### config.mk
export PLATFORM = sky130hd
export DESIGN_NAME = display_source_sched
export DESIGN_NICKNAME = d
export VERILOG_FILES = /design/src/rtl/display_source_sched_pkg.sv /design/src/rtl/display_source_sched_sync_debounce.sv /design/src/rtl/display_source_sched.sv
export SDC_FILE = /design/constraint.sdc
export NUM_CORES = 1
export LEC_CHECK = 0
export CORE_ASPECT_RATIO = 1.2
export CORE_MARGIN = 5
export CORE_UTILIZATION = 35
export DETAILED_ROUTE_END_ITERATION = 8
export PLACE_DENSITY = 0.69
export RECOVER_POWER = 25
export SYNTH_ARGS = -nofsm -noshare
export SYNTH_HDL_FRONTEND = slang
export SYNTH_SLANG_ARGS = --single-unit
### constraint.sdc
create_clock -name clk -period 2.54 [get_ports clk]
set_clock_uncertainty 0.1 [all_clocks]
set_input_delay 0.381 -clock clk [delete_from_list [all_inputs] [get_ports clk]]
set_output_delay 0.381 -clock clk [all_outputs]
set_load 0.02 [all_outputs]
### src/rtl/display_source_sched_pkg.sv
// Shared types and constants for the display source scheduler.
package display_source_sched_pkg;
    localparam int RGB_W = 24;
    localparam int LED_W = 6;
    localparam logic [RGB_W-1:0] RGB_BLACK = '0;

    typedef enum logic [1:0] {
        ST_SHOW  = 2'd0,
        ST_PEND  = 2'd1,
        ST_BLANK = 2'd2
    } state_t;
endpackage

### src/rtl/display_source_sched_sync_debounce.sv
// Two-flop synchroniser followed by a stability filter: q follows d_async only
// after DEBOUNCE_CYCLES consecutive equal synchronised samples.
module display_source_sched_sync_debounce #(
    parameter logic [15:0] DEBOUNCE_CYCLES = 16'd50000
) (
    input  logic clk,
    input  logic clear,
    input  logic d_async,
    output logic q
);
    logic        s1, s2, cand;
    logic [15:0] remain;

    always_ff @(posedge clk or negedge clear) begin
        if (!clear) begin
            s1     <= 1'b0;
            s2     <= 1'b0;
            cand   <= 1'b0;
            remain <= '0;
            q      <= 1'b0;
        end else begin
            s1 <= d_async;
            s2 <= s1;
            // the changing sample counts as the first of the stable run
            if (s2 != cand) begin
                cand   <= s2;
                remain <= DEBOUNCE_CYCLES - 16'd1;
                if (DEBOUNCE_CYCLES == 16'd1) q <= s2;
            end else if (remain != 16'd0) begin
                remain <= remain - 16'd1;
                if (remain == 16'd1) q <= cand;
            end
        end
    end
endmodule

### src/rtl/display_source_sched.sv
// Frame-synchronous source scheduler between the bit generators and the VGA pads.
//  state    | meaning
//  ST_SHOW  | active source displayed, waiting for a target change
//  ST_PEND  | target differs, waiting for the next frame tick
//  ST_BLANK | black frames across the switch, active_src flips on exit
module display_source_sched
    import display_source_sched_pkg::*;
#(
    parameter logic [15:0] DEBOUNCE_CYCLES = 16'd50000,
    parameter logic [3:0]  BLANK_FRAMES    = 4'd2,
    parameter logic [7:0]  AUTO_FRAMES     = 8'd120
) (
    input  logic             clk,
    input  logic             clear,
    input  logic             pixel_en,
    input  logic             hsync_in,
    input  logic             vsync_in,
    input  logic             bright_in,
    input  logic [RGB_W-1:0] rgb1,
    input  logic [RGB_W-1:0] rgb2,
    input  logic [LED_W-1:0] leds_in,
    input  logic             sel_req,
    input  logic             auto_mode,
    output logic [RGB_W-1:0] rgb_out,
    output logic             hs_out,
    output logic             vs_out,
    output logic             blank_n_out,
    output logic [LED_W-1:0] leds_out,
    output logic             active_src,
    output logic             switching
);
    state_t     state;
    logic       target;
    logic       sel_db;
    logic [3:0] blank_left;
    logic [7:0] auto_left;
    logic       frame_tick;

    display_source_sched_sync_debounce #(
        .DEBOUNCE_CYCLES(DEBOUNCE_CYCLES)
    ) u_sel_db (
        .clk    (clk),
        .clear  (clear),
        .d_async(sel_req),
        .q      (sel_db)
    );

    // vs_out doubles as the registered vsync for falling-edge detection
    assign frame_tick = pixel_en & vs_out & ~vsync_in;
    assign switching  = (state != ST_SHOW);
    assign leds_out   = (active_src && state == ST_SHOW) ? leds_in : '0;

    always_ff @(posedge clk or negedge clear) begin
        if (!clear) begin
            state       <= ST_SHOW;
            active_src  <= 1'b0;
            target      <= 1'b0;
            blank_left  <= '0;
            auto_left   <= AUTO_FRAMES - 8'd1;
            rgb_out     <= RGB_BLACK;
            hs_out      <= 1'b1;
            vs_out      <= 1'b1;
            blank_n_out <= 1'b0;
        end else begin
            if (!auto_mode) begin
                target    <= sel_db;
                auto_left <= AUTO_FRAMES - 8'd1;
            end else if (frame_tick && state == ST_SHOW) begin
                if (auto_left == 8'd0) begin
                    auto_left <= AUTO_FRAMES - 8'd1;
                    target    <= ~active_src;
                end else begin
                    auto_left <= auto_left - 8'd1;
                end
            end

            case (state)
                ST_SHOW: begin
                    if (target != active_src) state <= ST_PEND;
                end
                ST_PEND: begin
                    if (target == active_src) begin
                        state <= ST_SHOW;
                    end else if (frame_tick) begin
                        state      <= ST_BLANK;
                        blank_left <= BLANK_FRAMES - 4'd1;
                    end
                end
                ST_BLANK: begin
                    if (frame_tick) begin
                        if (blank_left == 4'd0) begin
                            active_src <= ~active_src;
                            state      <= ST_SHOW;
                        end else begin
                            blank_left <= blank_left - 4'd1;
                        end
                    end
                end
                default: state <= ST_SHOW;
            endcase

            if (pixel_en) begin
                rgb_out     <= (bright_in && state != ST_BLANK) ?
                               (active_src ? rgb2 : rgb1) : RGB_BLACK;
                hs_out      <= hsync_in;
                vs_out      <= vsync_in;
                blank_n_out <= bright_in;
            end
        end
    end
endmodule
==> results.toml <==
[critical_path]
cp_slowest_stage_delay_ns = 0.61
crit_required_ns = 2.06
crit_family = "buffers and inverters"
critPathKind = "reg2out"
cp_num_buf_inv = 1
slowest_stage = "clkdlybuf4s50_1"
path_max_fanout = 8
end_kind = "primary output"
crit_chain = "nor2_2 -> and3_1 -> clkdlybuf4s50_1"
crit_path_start_kind = "flip-flop"
crit_arrival_ns = 1.89

[global_route]
track_usage = 0.143
grt_max_degree = 42
antenna_found_initial = 0
grt_pass1_wl_mm = 13.1
grt_pass1_vias = 2798
globalRouteOverflowTotal = 0

[cts]
root_buffer = "clkbuf_8"
post-cts-setup-buffers = 0
clockBufferDepth = 2
clock_latency_ns = 0.33
h-tree-depth = 3
cts_sinks = 63
cts_tree = "built"
clk_pin_slew_ns = 0.07
cts_made_buffers = 9

[status]
outcome = "complete, no violations"

[yosys]
synthTopCellsByCount = "55 x dfrtp_1, 34 x inv_1, 28 x mux2i_1"
yosys.area.top_type = "dfrtp_1"
synth-edff-count = 0
syn_area_sq_um = 3220
synthTopCellsByArea = "dfrtp_1 43%, mux2i_1 8.7%, dfstp_2 6.5%"
yosysWarnings = 0
synth_top_cell_area_share = 0.427
postSynthCellCount = 316
synthFlopType = "dfrtp_1"
ys_ff_latch = 63
synth.net_count = 383
ys_seq_area_frac = 0.492
synthArstFlopShare = 1.00
ys_types = 52
synth_area_per_cell_sq_um = 10.2
yosysMostFrequentCell = "dfrtp_1"

[placement]
gp_congestion = 0.804
placed_cells = 529
place_area_sq_um = 4350
numPortBuffers = 96
dp_hpwl_mm = 5.91

[timing]
hold_viol = 0
worst_hold_slack_ns = 0.271
max_freq_mhz = 421
max_slew_margin = 0.154
rsz0062_at_grt = "no"
finalCritPeriodShare = 0.935
slew_viol_final = 0
fin_tns_setup_ns = 0
period_needed_ns = 2.37
setup_viol = 0
tightest_slew_ns = 1.27

[layout]
nNetsFinal = 488
finalNonFillerCells = 546
final_cell_area_sq_um = 4550
drive_above_1_share = 0.108
area_delta_synth_final_pct = 41.3
antenna_cells = 0

[die]
start_util = 0.357
die_x_um = 97.6
num_io_pins = 97
dieArea_sq_um = 11200
core-area_sq_um = 9030
die_height_um = 115
std_cell_rows = 38

[drt]
drt_drc_violations_left = 0
first_pass_iters = 5
num_vias = 2779
routedWlPerCell_um = 14.5
vias_per_cell = 5.09
wl_mm = 7.91
drt.antenna.violating_nets = 0
drtIter0Drc = 93

[flow_run]
max_cap_violations = 0

[worst_hold_path]
hold_class = "reg2reg"

[power_and_ir_drop]
peakVddDrop_v = 0.000326
p_leak_uw = 0.00187
pwr_density_cell_nw_per_um2 = 554
## cells by family after synthesis
group,after synthesis,share of synthesized area
buffers and inverters,46,0.0567
muxes,31,0.0974
AOI/OAI and AO/OA,69,0.142
and+or+nand+nor,93,0.168
DFF,63,0.492
adders and majority gates,5,0.0194
xor gates and xnor gates,9,0.0245
## path summary, 6_finish.rpt
| path | from | to | slack (ns) | depth (start not counted) |
|---|---|---|---|---|
| max | state[1] | leds_out[5] | 0.17 | 3 |
| min | u_sel_db.s1 | u_sel_db.s2 | 0.27 | 0 |
| max reg2reg | u_sel_db.remain[0] | u_sel_db.remain[1] | 0.45 | 6 |
| min reg2reg | u_sel_db.s1 | u_sel_db.s2 | 0.27 | 0 |
| max in group asynchronous | clear | auto_left[4] | 0.71 | 3 |
| min in group asynchronous | clear | rgb_out[16] | 0.74 | 2 |
## routing by layer
metal | global-route usage | up-vias | share of wire
met5 | 0 | - | 0
met4 | 0.0572 | 0 | 0.016
met3 | 0.0413 | 15 | 0.065
met2 | 0.242 | 79 | 0.51
met1 | 0.173 | 1333 | 0.41
li1 | - | 1352 | -
## cell usage in the layout (no fill, tap or decap), types with 4 or more instances in the layout
master,synthesis,final
mux2i_1,28,28
inv_1,34,34
dfstp_2,8,8
nor2_1,16,15
buf_4,0,8
dfrtp_1,55,55
nand2b_1,4,4
o31ai_1,5,5
clkdlybuf4s50_1,0,93
o21ai_0,11,11
and3_1,9,9
nand2_1,18,18
clkbuf_8,0,9
ha_1,5,5
nor3_1,5,5
o22ai_1,24,24
nand3_1,6,6
or3_1,5,5
xnor2_1,7,7
a21oi_1,12,12
nor4_1,4,4
## cell type report
cell class                 count  area, sq um
clock inverter                 6         61.3
tap                          120          150
clock buffer                  10          128
timing repair buffer         106         1040
fill                         830         4480
sequential                    63         1590
inverter                      34          128
multi-input combinational    207         1460
## where the power goes
part / total, uW / switching [uW] / internal (uW)
logic: 550 / 265 / 286
clock network: 838 / 388 / 450
registers: 1130 / 56.8 / 1080
## through the flow
stage	total power, uW	worst slack, ns	util
floorplan	1410	0.731	-
global placement	1690	0.347	0.482
detailed placement	1710	0.277	0.482
CTS	2560	0.00117	0.504
global route	2650	0.0568	0.504
finish	2520	0.165	0.504
## what timing repair did
action | CTS | global route
hold endpoints to repair | 21 | 0
endpoints found under the setup margin | 0 | 6
hold buffers | 1 | 0
gates resized for setup | 0 | 1
## worst register-to-register path, delay by kind of cell, from the launching register on
family	cells	cell delay, ns
AO/OA/AOI/OAI	1	0.14
adder cells (fa/ha/maj)	1	0.22
buffers and inverters	1	0.07
flip-flops	1	0.42
AND/OR/NAND/NOR	3	1.07
## registers in the layout, summed over array words and instances (netlist names)
register / count
rgb_out: 24
u_sel_db.remain: 16
auto_left: 8
blank_left: 4
state: 2
active_src: 1
blank_n_out: 1
hs_out: 1
target: 1
u_sel_db.cand: 1
u_sel_db.q: 1
u_sel_db.s1: 1
u_sel_db.s2: 1
vs_out: 1
Note: power is estimated with default switching activity, not from simulation.
